$ cat config.mk
export PLATFORM = sky130hd
export DESIGN_NAME = alu_arbiter
export DESIGN_NICKNAME = d
export VERILOG_FILES = /design/src/rtl/alu_arbiter.sv
export SDC_FILE = /design/constraint.sdc
export NUM_CORES = 1
export LEC_CHECK = 0
export BUFFER_PORTS_ARGS = -buffer_cell sky130_fd_sc_hd__buf_4
export CORE_AREA = 4 4 106 108
export CTS_BUF_LIST = sky130_fd_sc_hd__clkbuf_8
export DETAILED_ROUTE_END_ITERATION = 6
export DIE_AREA = 0 0 110 112
export HOLD_SLACK_MARGIN = 0.03
export SLEW_MARGIN = 20
export SYNTH_ARGS = -nofsm -noshare
export SYNTH_HDL_FRONTEND = slang
export SYNTH_SLANG_ARGS = --single-unit
export TNS_END_PERCENT = 20
$ cat constraint.sdc
create_clock -name clk -period 2.1 [get_ports clk]
set_clock_uncertainty 0.05 [all_clocks]
set_input_delay 0.42 -clock clk [delete_from_list [all_inputs] [get_ports clk]]
set_output_delay 0.42 -clock clk [all_outputs]
set_load 0.01 [all_outputs]
$ cat src/rtl/alu_arbiter.sv
// alu_arbiter: shares one combinational ALU among NREQ requesters.
// Each cycle the oldest-by-round-robin pending request is driven onto the ALU.
// Its result is captured into a one-deep response slot together with the
// requester index.
//
// Ports:
//   clk, rst_n            clock, asynchronous active-low reset
//   req_valid/req_ready   per-requester handshake (req_ready one-hot or zero)
//   req_a/req_b/req_op    packed per-requester operands and op (slice i = requester i)
//   alu_a/alu_b/alu_op    operands and op to the shared ALU (combinational mux)
//   alu_res               ALU result, combinational from alu_a/alu_b/alu_op
//   rsp_valid/rsp_ready   response slot handshake
//   rsp_id/rsp_res        owner index and captured result
module alu_arbiter #(
    parameter int unsigned NREQ = 2,
    parameter int unsigned IDW  = 2
) (
    input  logic                 clk,
    input  logic                 rst_n,
    input  logic [NREQ-1:0]      req_valid,
    output logic [NREQ-1:0]      req_ready,
    input  logic [NREQ*32-1:0]   req_a,
    input  logic [NREQ*32-1:0]   req_b,
    input  logic [NREQ*4-1:0]    req_op,
    output logic [31:0]          alu_a,
    output logic [31:0]          alu_b,
    output logic [3:0]           alu_op,
    input  logic [31:0]          alu_res,
    output logic                 rsp_valid,
    input  logic                 rsp_ready,
    output logic [IDW-1:0]       rsp_id,
    output logic [31:0]          rsp_res
);

    localparam int unsigned DW = 32;
    localparam int unsigned OW = 4;

    logic           r_rsp_valid;
    logic [IDW-1:0] r_rsp_id;
    logic [DW-1:0]  r_rsp_res;
    logic [IDW-1:0] r_ptr;

    logic           w_found;
    logic [IDW-1:0] w_win;
    logic           w_can_accept;
    logic           w_accept;
    logic [IDW-1:0] w_ptr_nxt;

    // Round-robin pick: first valid at or above ptr, else first valid from 0.
    always_comb begin
        w_found = 1'b0;
        w_win   = '0;
        for (int unsigned i = 0; i < NREQ; i++) begin
            if (!w_found && req_valid[i] && (IDW'(i) >= r_ptr)) begin
                w_found = 1'b1;
                w_win   = IDW'(i);
            end
        end
        for (int unsigned i = 0; i < NREQ; i++) begin
            if (!w_found && req_valid[i]) begin
                w_found = 1'b1;
                w_win   = IDW'(i);
            end
        end
    end

    // Slot can take a new result if empty or being drained this cycle; never in reset.
    assign w_can_accept = rst_n && (!r_rsp_valid || rsp_ready);
    assign w_accept     = w_found && w_can_accept;
    assign w_ptr_nxt    = (w_win == IDW'(NREQ - 1)) ? '0 : IDW'(w_win + 1'b1);

    always_comb begin
        req_ready = '0;
        for (int unsigned i = 0; i < NREQ; i++) begin
            req_ready[i] = w_accept && (w_win == IDW'(i));
        end
    end

    // ALU drive follows the winner even when stalled; requester 0 when idle.
    always_comb begin
        alu_a  = req_a[DW-1:0];
        alu_b  = req_b[DW-1:0];
        alu_op = req_op[OW-1:0];
        for (int unsigned i = 1; i < NREQ; i++) begin
            if (w_found && (w_win == IDW'(i))) begin
                alu_a  = req_a[i*DW +: DW];
                alu_b  = req_b[i*DW +: DW];
                alu_op = req_op[i*OW +: OW];
            end
        end
    end

    // Response slot and pointer; accept wins over drain so back-to-back results flow.
    always_ff @(posedge clk or negedge rst_n) begin
        if (!rst_n) begin
            r_rsp_valid <= 1'b0;
            r_rsp_id    <= '0;
            r_rsp_res   <= '0;
            r_ptr       <= '0;
        end else if (w_accept) begin
            r_rsp_valid <= 1'b1;
            r_rsp_id    <= w_win;
            r_rsp_res   <= alu_res;
            r_ptr       <= w_ptr_nxt;
        end else if (r_rsp_valid && rsp_ready) begin
            r_rsp_valid <= 1'b0;
        end
    end

    assign rsp_valid = r_rsp_valid;
    assign rsp_id    = r_rsp_id;
    assign rsp_res   = r_rsp_res;

endmodule

==> results of run 1 <==
synth_stat cells:
library cell / n
and2_1: 1
mux2_1: 5
conb_1: 1
o21ai_4: 1
nor2b_1: 1
dfrtp_1: 35
o21ai_2: 1
o21ai_0: 1
buf_6: 10
mux2i_1: 1
inv_1: 4
buf_4: 1
a21oi_4: 1
mux2_2: 96
worst reg2reg max path: cells and delay by family, from the launching register on:
family	cells	cell delay (ns)
flip-flops	1	0.42
buffers and inverters	1	0.36
AO/OA/AOI/OAI	1	0.19
multiplexers	1	0.40
cell families after synthesis:
logic type,share of synthesized area
buf+inv,0.06085
other cells,0.001689
mux,0.5166
flops,0.3944
compound gates,0.02085
simple gates,0.005637
power breakdown:
part | switching, uW | leakage, uW | internal (uW)
Sequential | 67.6 | 0.000410 | 796
Combinational | 526 | 0.00219 | 961
Clock | 230 | 0.0000505 | 223
cell type report:
class	count	area [um2]	area share
Clock inverter	3	12.51	0.002480
Tap cell	136	170.2	0.03372
Multi-Input combinational cell	109	1413	0.2799
Sequential cell	35	875.8	0.1736
Inverter	4	15.01	0.002975
Timing Repair Buffer	287	2491	0.4937
Clock buffer	5	68.82	0.01364
what timing repair did:
item	CTS	global route
setup buffers	1	0
pin swaps	1	0
gates cloned	1	3
setup endpoints to repair	68	68
resized for setup	6	106
registers in the layout (all words and copies together) (netlist names):
name	flops
rsp_id	1
rsp_valid	1
r_ptr	1
rsp_res	32
how the worst min path moves through the flow:
| stage | end | slack [ns] |
|---|---|---|
| after floorplan | r_ptr[0] | 0.07 |
| after global placement | rsp_res[24] | 0.44 |
| after detailed placement | rsp_res[16] | 0.45 |
| after CTS | rsp_res[1] | 0.16 |
| after global routing | rsp_res[5] | 0.18 |
| final | rsp_res[5] | 0.15 |
cell usage in the layout (no fill, tap or decap):
cell type	n
dfrtp_1	35
mux2i_1	1
conb_1	1
mux2_4	54
buf_4	226
a21oi_4	1
mux2_1	1
o21ai_2	1
inv_1	6
mux2_2	46
clkbuf_8	5
clkbuf_16	3
buf_6	53
clkinv_2	1
nor2b_1	1
o21ai_4	1
buf_12	2
o21ai_0	1
buf_16	3
and2_1	1
stage by stage:
stage / instances / instance area (um2)
floorplan: 159 / 2221
global placement: 566 / 4425
detailed placement: 566 / 4425
CTS: 576 / 4573
global route: 579 / 5046
finish: 579 / 5046
layer usage:
metal	track usage	share of wire	vias up	wire length [um]
met5	0	0.00090	-	10
met2	0.2872	0.54	152	6057
met3	0.06319	0.12	26	1317
met4	0.06650	0.035	2	386
li1	-	-	1138	-
met1	0.1575	0.30	1165	3368
==> results.ini, run 1 <==
[clocking]
clkLatencyLatePin_ns=0.28
ctsHoldBuffers=0
cts_root_buffer=clkbuf_8
clock_sinks=35
numCtsBuffers=5
h-tree-depth=2
cts_buffer_depth=2
cts_tree=built
clkTransAtPathRegs_ns=0.07

[global_route]
antenna_found_initial=1
overflow=0
grt.total_usage=0.1588
grt_max_degree=36
grt_pass1_vias=2707
grt_pass1_wl_mm=14.99

[route]
vias=2483
routedWlPerCell_um=19.24
post_drt_via_cell_ratio=4.288
drt_wl_total_mm=11.14
drt_pass1_iterations=4
drc_errors=0
drtAntennaViolNets=0
drtIter0Drc=53

[sta]
fin_tns_setup_ns=-0.3479
rsz0062_at_grt=true
max_freq_mhz=467.1
fin_crit_ns=2.141
hold_viol=0
final_max_slew_viol_count=0
finalHoldWorstSlack_ns=0.1484
fin_crit_sh=1.020
setup_violations=14
layout_setup_ws_ns=-0.04103

[setup_path]
reg2reg_from=rsp_valid
worst_path_max_delay_cell=dfrtp_1
endpoint=alu_b[1]
r2r_cells=3
reg2reg_to=rsp_res[11]
path_buf_inv=3
required_ns=1.63
cp_max_fo=14
startpoint=r_ptr[0]
reg2reg_slack_ns=0.57
critPathArrivalTime_ns=1.67
path_cells=o21ai_4, buf_12, buf_16, mux2_2, buf_4
worstSetupStartpointType=flip-flop
slowest_delay_ns=0.40
crit_type=reg -> out
cp_num_cells=5
cpLargestDelayFamily=buffers and inverters
cp-end-kind=output port

[logic_synthesis]
syn_avg_cell_area_um2=13.97
ys_ff_latch=35
yosysUniqueCellTypes=14
synth_top_area_cell=mux2_2
syn_area_mm2=0.002221
synth.top_cells.by_area=mux2_2 (49%), dfrtp_1 (39%), buf_6 (5.1%)
synth_top_area_share=0.4868
synth_cells=159
yosysWarnings=0
syn-num-nets=332
yosysSeqAreaShare=0.3944

[placement]
dp_slack_ns=0.06568
io_buffers=276
gp_congestion=0.8265
dpl.hpwl_mm=8.988

[cells_and_area]
fin_nets=615
syn2layout_area_growth_pct=127.2
n_antenna_cell=0
nFillCells=939
drive_above_1_share=0.8939
post-route-util=0.4932

[floorplanning]
die_x_um=110
start_util=0.2171
io_pins=278
core.rowCount=37
dieArea_mm2=0.01232
core_mm2=0.01023
die_y_um=112

[hold_path]
hold_path_class=in -> async

[power]
vdd_drop_max_mv=0.3993
power_leakage_uw=0.002648
power.total_uw=2804
p_per_area_mw_per_mm2=555.8

[run_status]
status=complete, but fails checks
violations=negative setup slack

[flow_run]
maxCapViolCount=0

Note: power is estimated with default switching activity, not from simulation.
==> run 2: changes to the inputs <==
--- a/config.mk
+++ b/config.mk
@@ -5,12 +5,15 @@
 export SDC_FILE = /design/constraint.sdc
 export NUM_CORES = 1
 export LEC_CHECK = 0
+export ABC_AREA = 1
 export BUFFER_PORTS_ARGS = -buffer_cell sky130_fd_sc_hd__buf_4
 export CORE_AREA = 4 4 106 108
 export CTS_BUF_LIST = sky130_fd_sc_hd__clkbuf_8
 export DETAILED_ROUTE_END_ITERATION = 6
 export DIE_AREA = 0 0 110 112
 export HOLD_SLACK_MARGIN = 0.03
+export REMOVE_ABC_BUFFERS = 1
+export SKIP_CTS_REPAIR_TIMING = 1
 export SLEW_MARGIN = 20
 export SYNTH_ARGS = -nofsm -noshare
 export SYNTH_HDL_FRONTEND = slang
==> run 2 against run 1 <==
  * The run now ends clean
  * Final area is 8.2% lower
  * Largest cell class unchanged
  * Power is 2.4% lower
  * Critical endpoint is now alu_b[0]
  * Cell count is 36% higher
  * Worst hold slack worse by 0.010 ns
  * Sequential share of layout area is 1.6 points higher
  * Non-clock buffer count is 2 lower
==> results.ini, run 2 <==
[logic_synthesis]
yosysSeqAreaShare=0.3857  ; -0.008691
synth_most_common_cell=nand2_1
ys_ff_latch=35  ; unchanged
synth-adder-area-share=0  ; unchanged
yosysUniqueCellTypes=14  ; unchanged
synth.top_cells.by_area=nand2_1 (46%), dfrtp_1 (39%), nand3_1 (7.5%)
synthTopCellsByCount=nand2_1 (276), dfrtp_1 (35), nand3_1 (34), buf_2 (12), clkbuf_1 (8)
synth_top_family_by_area=simple AND/OR/NAND/NOR gates
syn_avg_cell_area_um2=5.945  ; -57%
synth_top_area_cell=nand2_1
synth_top_area_share=0.4562  ; -0.03056
synth_enable_flop_cells=0  ; unchanged
synth_mux_area_frac=0  ; -0.5166
synth_xor_area_frac=0  ; unchanged
syn_area_mm2=0.002271  ; +2.3%
yosys.area_share.simple=0.5427  ; +0.5371
synthFlopType=dfrtp_1
synth-compound-area-share=0.003857  ; -0.01699
async_flop_share=1.000  ; unchanged
synth_cells=382  ; +140%
yosysWarnings=0  ; unchanged

[clocking]
h-tree-depth=2  ; unchanged
cts_tree=built
numCtsBuffers=5  ; unchanged
clock_sinks=35  ; unchanged
clkTransAtPathRegs_ns=0.07  ; about the same
clkLatencyLatePin_ns=0.29  ; about the same
cts_root_buffer=clkbuf_8
cts_buffer_depth=2  ; unchanged

[hold_path]
hold_path_class=in -> async

[sta]
max_freq_mhz=489.6  ; +4.8%
slew_headroom=0.6074
fin_tns_setup_ns=0  ; +0.3479 ns
fin_crit_ns=2.042  ; -0.09864 ns
hold_viol=0  ; unchanged
final_max_slew_viol_count=0  ; unchanged
rsz0062_at_grt=true
setup_violations=0  ; -14
worst_pin_slew_ns=0.5883
fin_crit_sh=0.9726  ; -0.04697

[global_route]
grt_max_degree=70  ; +94%
grt_pass1_vias=3257  ; +20%
grt.total_usage=0.1901  ; +0.03128
grt_pass1_wl_mm=17.88  ; +19%
overflow=0  ; unchanged
antenna_found_initial=0  ; -1

[route]
drt_wl_total_mm=12.60  ; +13%
drtAntennaViolNets=0  ; unchanged
post_drt_via_cell_ratio=4.333  ; +1.0%
drc_errors=0  ; unchanged
vias=3410  ; +37%
drt_pass1_iterations=4  ; unchanged
drtIter0Drc=276  ; +420%
routedWlPerCell_um=16.01  ; -17%

[power]
power_leakage_uw=0.002848  ; +7.6%
vdd_drop_max_mv=0.2418  ; -39%
p_per_area_mw_per_mm2=590.8  ; +6.3%
power.total_uw=2736  ; -2.4%

[cells_and_area]
largest_register_ffs=32  ; unchanged
n_antenna_cell=0  ; unchanged
final_common_cell=buf_4
drive_above_1_share=0.4562  ; -0.4377
syn2layout_area_growth_pct=104.0
nFillCells=1037  ; +10%
final_cell_mix=buf_4 (281), nand2_1 (276), dfrtp_1 (35), nand3_1 (34), inv_1 (7)
fin_nets=823  ; +34%

[setup_path]
path_cells=inv_1, nand2_1, nand2_2, buf_12, nand2_1, nand2_1, buf_4
worstSetupStartpointType=flip-flop
cpLargestDelayFamily=simple AND/OR/NAND/NOR gates
crit_top_cell=nand2_1
path_buf_inv=3  ; unchanged
cp_max_fo=35  ; +21
critPathArrivalTime_ns=1.57  ; -0.10 ns
crit_type=reg -> out
worst_path_max_delay_cell=dfrtp_1
cp-end-kind=output port
required_ns=1.63  ; about the same
slowest_delay_ns=0.38  ; -0.02 ns

[floorplanning]
io_pins=278  ; unchanged
core_mm2=0.01023  ; unchanged
core.rowCount=37  ; unchanged
die_y_um=112  ; unchanged
die_x_um=110  ; unchanged
dieArea_mm2=0.01232  ; unchanged
start_util=0.2220  ; +0.004892

[flow_run]
maxCapViolCount=0  ; unchanged

[placement]
io_buffers=276  ; unchanged
gp_congestion=0.9585  ; +16%
dpl.hpwl_mm=10.18  ; +13%

[run_status]
status=complete, no violations

## run 2: metrics by stage
| step | utilization | cell area, um2 | hold slack [ns] | setup WS, ns | std cells |
|---|---|---|---|---|---|
| global route | 0.4527 | 4632 | 0.1595 | -0.01262 | 787 |
| detailed placement | 0.4381 | 4482 | 0.4094 | 0.1936 | 778 |
| floorplan | - | 2147 | 0.07441 | -0.5726 | 358 |
| CTS | 0.4491 | 4594 | 0.1459 | -0.06124 | 786 |
| finish | 0.4527 | 4632 | 0.1380 | 0.05762 | 787 |
| global placement | 0.4381 | 4482 | 0.4069 | 0.1877 | 778 |
## run 2: worst reg2reg max path, cell delays in order, from the launching register on
cell and delay [ns]:
dfrtp_1 0.39, nand2_1 0.30, nand3_2 0.16, buf_4 0.27, nand2_1 0.12, nand2_1 0.06
## run 2: cell families (layout without fill, tap and decap cells)
kind of cell,count (synthesis),after routing
other,1,1
DFF,35,35
and+or+nand+nor,314,314
buffers and inverters,31,300
AOI/OAI and AO/OA,1,1
## run 2: layout make-up
| class | count | area (um2) | area share |
|---|---|---|---|
| Clock inverter | 3 | 43.79 | 0.009454 |
| Timing Repair Buffer | 285 | 2195 | 0.4738 |
| Inverter | 7 | 26.28 | 0.005673 |
| Tap cell | 136 | 170.2 | 0.03674 |
| Multi-Input combinational cell | 316 | 1252 | 0.2704 |
| Clock buffer | 5 | 68.82 | 0.01486 |
| Sequential cell | 35 | 875.8 | 0.1891 |
## run 2: power breakdown
part / leakage [uW] / internal, uW / switching [uW] / total (uW)
registers: 0.000431 / 784 / 64.5 / 848
logic: 0.00236 / 665 / 619 / 1280
clock network: 0.0000581 / 353 / 251 / 604
total: 0.00285 / 1800 / 934 / 2740
## run 2: layer usage
layer  share of wire  GRT usage  up-vias
met4           0.017    0.04406        0
met3           0.098    0.04696       14
li1                -          -     1692
met2            0.52     0.3277      171
met5               0          0        -
met1            0.37     0.2355     1533
## run 2: worst paths after layout
kind / depth (start not counted) / endpoint / start / slack, ns
max in group asynchronous: 2 / rsp_res[11] / rst_n / 1.54
setup reg to reg: 5 / rsp_res[17] / rsp_valid / 0.64
setup / recovery: 7 / alu_b[0] / r_ptr[0] / 0.06
hold reg to reg: 2 / rsp_res[13] / rsp_res[13] / 0.42
min in group clk: 3 / rsp_res[8] / alu_res[8] / 0.31
hold / removal: 2 / rsp_res[8] / rst_n / 0.14
